[src/rtl/rv_burst_source.sv]
// rv_burst_source: valid/ready transmitter that emits a burst of incrementing
// words on a start pulse. It honours downstream back-pressure and can insert
// a programmable idle gap after every accepted non-final word.
module rv_burst_source #(
    parameter int wd = 4,
    parameter int lw = 8
) (
    input  logic          clk,
    input  logic          rst,
    input  logic          start,
    input  logic [wd-1:0] start_val,
    input  logic [lw-1:0] burst_len,
    input  logic [3:0]    gap,
    output logic [wd-1:0] dataout,
    output logic          dataout_val,
    input  logic          dataout_rdy,
    output logic          busy,
    output logic          done,
    output logic [lw-1:0] sent_cnt
);

    typedef enum logic [1:0] {
        S_IDLE,
        S_SEND,
        S_GAP
    } state_t;

    state_t        state;
    logic [lw-1:0] len_q;
    logic [3:0]    gap_q;
    logic [3:0]    gap_cnt;
    logic [lw-1:0] sent_next;

    // Count after the transfer in flight; a match with the latched length marks the last word.
    assign sent_next = sent_cnt + lw'(1);

    // Burst FSM with registered outputs; valid depends only on state, never on ready.
    always_ff @(posedge clk or posedge rst) begin
        if (rst) begin
            state       <= S_IDLE;
            len_q       <= '0;
            gap_q       <= '0;
            gap_cnt     <= '0;
            dataout     <= '0;
            dataout_val <= 1'b0;
            busy        <= 1'b0;
            done        <= 1'b0;
            sent_cnt    <= '0;
        end else begin
            done <= 1'b0;
            case (state)
                S_IDLE: begin
                    if (start) begin
                        sent_cnt <= '0;
                        if (burst_len != '0) begin
                            len_q       <= burst_len;
                            gap_q       <= gap;
                            dataout     <= start_val;
                            dataout_val <= 1'b1;
                            busy        <= 1'b1;
                            state       <= S_SEND;
                        end else begin
                            done <= 1'b1;
                        end
                    end
                end
                S_SEND: begin
                    if (dataout_rdy) begin
                        sent_cnt <= sent_next;
                        if (sent_next == len_q) begin
                            dataout_val <= 1'b0;
                            busy        <= 1'b0;
                            done        <= 1'b1;
                            state       <= S_IDLE;
                        end else if (gap_q == 4'd0) begin
                            dataout <= dataout + wd'(1);
                        end else begin
                            dataout_val <= 1'b0;
                            gap_cnt     <= gap_q;
                            state       <= S_GAP;
                        end
                    end
                end
                S_GAP: begin
                    if (gap_cnt == 4'd1) begin
                        dataout     <= dataout + wd'(1);
                        dataout_val <= 1'b1;
                        state       <= S_SEND;
                    end else begin
                        gap_cnt <= gap_cnt - 4'd1;
                    end
                end
                default: begin
                    dataout_val <= 1'b0;
                    busy        <= 1'b0;
                    state       <= S_IDLE;
                end
            endcase
        end
    end

endmodule

[config.mk]
export PLATFORM = sky130hd
export DESIGN_NAME = rv_burst_source
export DESIGN_NICKNAME = d
export VERILOG_FILES = /design/src/rtl/rv_burst_source.sv
export SDC_FILE = /design/constraint.sdc
export NUM_CORES = 1
export LEC_CHECK = 0
export BUFFER_PORTS_ARGS = -buffer_cell sky130_fd_sc_hd__buf_4
export CAP_MARGIN = 30
export CORE_AREA = 10 10 57 93
export CTS_CLUSTER_SIZE = 40
export DETAILED_ROUTE_END_ITERATION = 6
export DIE_AREA = 0 0 67 103
export PLACE_DENSITY = 0.81
export SLEW_MARGIN = 25
export SYNTH_ARGS = -nofsm -noshare
export SYNTH_HDL_FRONTEND = slang
export SYNTH_SLANG_ARGS = --single-unit
[constraint.sdc]
create_clock -name clk -period 4.25 [get_ports clk]
set_clock_uncertainty 0.2 [all_clocks]
set_input_delay 0.2125 -clock clk [delete_from_list [all_inputs] [get_ports clk]]
set_output_delay 0.2125 -clock clk [all_outputs]
set_load 0.005 [all_outputs]
==> impl_metrics.yaml <==
status:
  run_status: "finished, final reports clean"
critical_path:
  critical_path.endpoint_type: "flip-flop"
  worst_r2r_endpoint: "dataout[1]"
  critical_path.cell_chain: "ha_1 -> xnor2_1 -> o211ai_1 -> nand4b_1 -> or4_4 -> a21oi_4 -> mux2_1"
  crit_path_start_kind: "flip-flop"
  worst-path-buf-inv: 0
  crit_path_max_incr_delay_ns: 0.59
  worst_path_dominant_cell_family: "simple AND/OR/NAND/NOR gates"
  worstSetupPathDepth: 7
  crit_end: "dataout[1]"
  criticalPathCategory: "flip-flop to flip-flop"
  critPathMaxFanout: 9
  worstSetupStartpoint: "sent_cnt[0]"
  worst_path_max_delay_cell: "sky130_fd_sc_hd__or4_4"
  worst_r2r_path_depth: 7
  critical_path_required_ns: 4.23
  critical_path.reg2reg.startpoint: "sent_cnt[0]"
  timing.reg2reg.setup_slack_ns: 1.42
  worst-endpoint-arrival_ns: 2.80
die:
  die_y_um: 103
  floorplan.die.width_um: 67
  die-area_um2: 6900
  io_pins: 35
  initial_standard_cell_utilization_of_the_core_pct: 57.5
  number_of_placement_rows: 30
  coreArea_um2: 3790
power:
  irDropWorstVdd_uv: 384
  power_per_cell_area_nw_per_um2: 645
  leakagePower_nw: 1.14
logic_synthesis:
  ys_types: 56
  postSynthNetCount: 257
  yosys_warnings: 0
  postSynth.topFlopCell: "sky130_fd_sc_hd__dfrtp_1"
  synth.cell_area_um2: 2180
  synth_edf_count: 0
  synth_sequential_area_ratio_pct: 37.9
  async_flop_share_pct: 100
  syn_area_per_cell_um2: 9.51
  yosys_register_bits: 33
  post_synth_inst_count: 229
placed_design:
  gp_congestion: 0.886
  place.detailed.hpwl_um: 3990
  placement.setup.worst_slack_ns: 1.45
  placement.io_buffers: 34
timing:
  timing.final.setup_violations: 0
  period_minus_slack_ns: 2.83
  setup-tns-final_ns: 0
  grt_setup_unrepaired: "no"
  hold_viol: 0
  layout_worst_path_cycle_share_pct: 66.5
  maxSlewHeadroom_pct: 57.6
  final_max_slew_viol_count: 0
  final_worst_setup_slack_ns: 1.42
  worst_tran_pin_value_ns: 0.631
  achievable-frequency_mhz: 354
detailed_routing:
  drt_pre_antenna_iters: 4
  initialDrtViolationCount: 96
  number_of_antenna_violating_nets_in_the_routed_design: 0
  wirelength_um: 5530
  route.detailed.wl_per_inst_um: 17.3
  dr_total_vias: 1934
  avgViaCountPerCell: 6.04
  drc: 0
layout:
  layout.cells.most_common_list: "sky130_fd_sc_hd__buf_4 (36), sky130_fd_sc_hd__dfrtp_1 (33), sky130_fd_sc_hd__nand2_1 (16)"
  total_area_of_multi_input_combinational_cells_um2: 1260
  post_route_cells_drive_above_1_share_pct: 23.2
  leading_cell_type_in_the_layout_fill_and_taps_excluded: "sky130_fd_sc_hd__buf_4"
  fill_cells: 300
  total_nets_final: 299
  area.sequential_um2: 826
  area.growth.synth_to_final_pct: 22.3
  post-route-util_pct: 70.3
  antennaDiodeCount: 0
clock_network:
  path_clk_slew_ns: 0.08
  clkSinkCount: 33
  cts.htree.levels: 2
  cts_made_buffers: 5
  cts-root-to-sink-buffers: 2
  tritoncts_clock_tree: "done"
  clock_insertion_delay_worst_skew_ns: 0.30
  clock_tree.root_cell: "sky130_fd_sc_hd__clkbuf_8"
global_routing:
  grt_first_pass_wirelength_um: 9260
  gr-total-overflow: 0
  grt_antenna_before_repair: 0
  global_route_total_usage_across_every_layer_pct: 17.3
  pin_count_of_the_biggest_net_entering_global_routing: 34
  first_global_vias: 1995
flow_run:
  drv.max_cap_violation_count: 0
min_path:
  type_of_the_most_critical_hold_path: "input pin to flip-flop"
stage by stage:
stage                     hold WS [ns]  instances  area, um2  total power (W)
final                           0.0125        320       2660          0.00172
after global routing            0.0392        320       2660          0.00186
after CTS                      0.00846        320       2660          0.00172
after detailed placement         0.133        299       2440          0.00147
after global placement           0.133        299       2440          0.00145
after floorplan                  0.141        229       2180          0.00123
power by group:
part,switching (W),total (W),internal [W]
registers,0.000150,0.000598,0.000449
logic,0.000451,0.000885,0.000434
clock network,0.000123,0.000236,0.000113
total,0.000723,0.00172,0.000996
layout make-up:
| type | count | area share, % |
|---|---|---|
| Multi-Input combinational cell | 173 | 47.2 |
| Tap cell | 48 | 2.25 |
| Timing Repair Buffer | 49 | 15.0 |
| Clock inverter | 3 | 0.658 |
| Inverter | 9 | 1.27 |
| Sequential cell | 33 | 31.0 |
| Clock buffer | 5 | 2.58 |
cell usage after synthesis, drive strengths merged, types with 2 or more instances:
cell type   n  area, um2
mux2       15        169
a211o       2       17.5
nor3        4       20.0
buf         4       25.0
a22o        4       35.0
and2        2       12.5
a21oi       8       55.1
nor2b       7       43.8
xnor2       3       26.3
o211ai      5       37.5
clkbuf     10       38.8
o22ai       2       12.5
o32a        2       20.0
nand2      16       60.1
nand3b      2       15.0
dfrtp      33        826
a22oi       2       15.0
xor2        3       26.3
or4         5       41.3
o31ai       4       30.0
ha          8        100
inv         9       33.8
nand4       3       18.8
o21ai      16       80.1
nand2b      5       31.3
mux2i       7       70.1
nor2       13       48.8
a21o        3       22.5
nand3       8       40.0
or3         3       18.8
nor3b       2       15.0
o21a        2       15.0
nor4        3       33.8
tightest hold or removal path: stages:
cell and delay [ns]:
sky130_fd_sc_hd__buf_4 0.11, sky130_fd_sc_hd__nor2_1 0.08, sky130_fd_sc_hd__o31ai_1 0.07
state kept, by name, indices dropped and copies added (netlist names):
name and cells:
done 1, sent_cnt 8, busy 1, gap_cnt 4, dataout 4, dataout_val 1, state 2, gap_q 4
len_q 8
routing by layer:
| layer | GRT usage, % | up-vias | routed length, um |
|---|---|---|---|
| li1 | - | 931 | - |
| met1 | 17.6 | 927 | 2000 |
| met2 | 31.0 | 59 | 3100 |
| met3 | 4.35 | 17 | 261 |
| met4 | 8.73 | 0 | 177 |
| met5 | 0 | - | 0 |
kinds of logic (layout without fill, tap and decap cells):
family / after synthesis / after routing / share of synthesized area [%]
AND/OR/NAND/NOR: 74 / 74 / 18.7
AO/OA/AOI/OAI: 63 / 63 / 20.9
flip-flops: 33 / 33 / 37.9
buffers and inverters: 23 / 66 / 4.48
multiplexers: 22 / 22 / 11.0
adder cells (fa/ha/maj): 8 / 8 / 4.60
XOR/XNOR: 6 / 6 / 2.41
how the worst min path moves through the flow:
stage	startpoint	end	slack, ns	depth (start not counted)
floorplan	rst	busy	0.14	1
global placement	rst	gap_q[0]	0.13	3
detailed placement	rst	gap_cnt[0]	0.13	3
CTS	start_val[0]	dataout[0]	0.008	3
global route	start_val[0]	dataout[0]	0.04	3
finish	start_val[0]	dataout[0]	0.01	3
timing repair:
| action | CTS | global route |
|---|---|---|
| hold buffers | 13 | 0 |
| resized for setup | 0 | 0 |
| hold endpoints to repair | 45 | 0 |
| buffers inserted | 0 | 0 |
(Power assumes the default switching activity.)
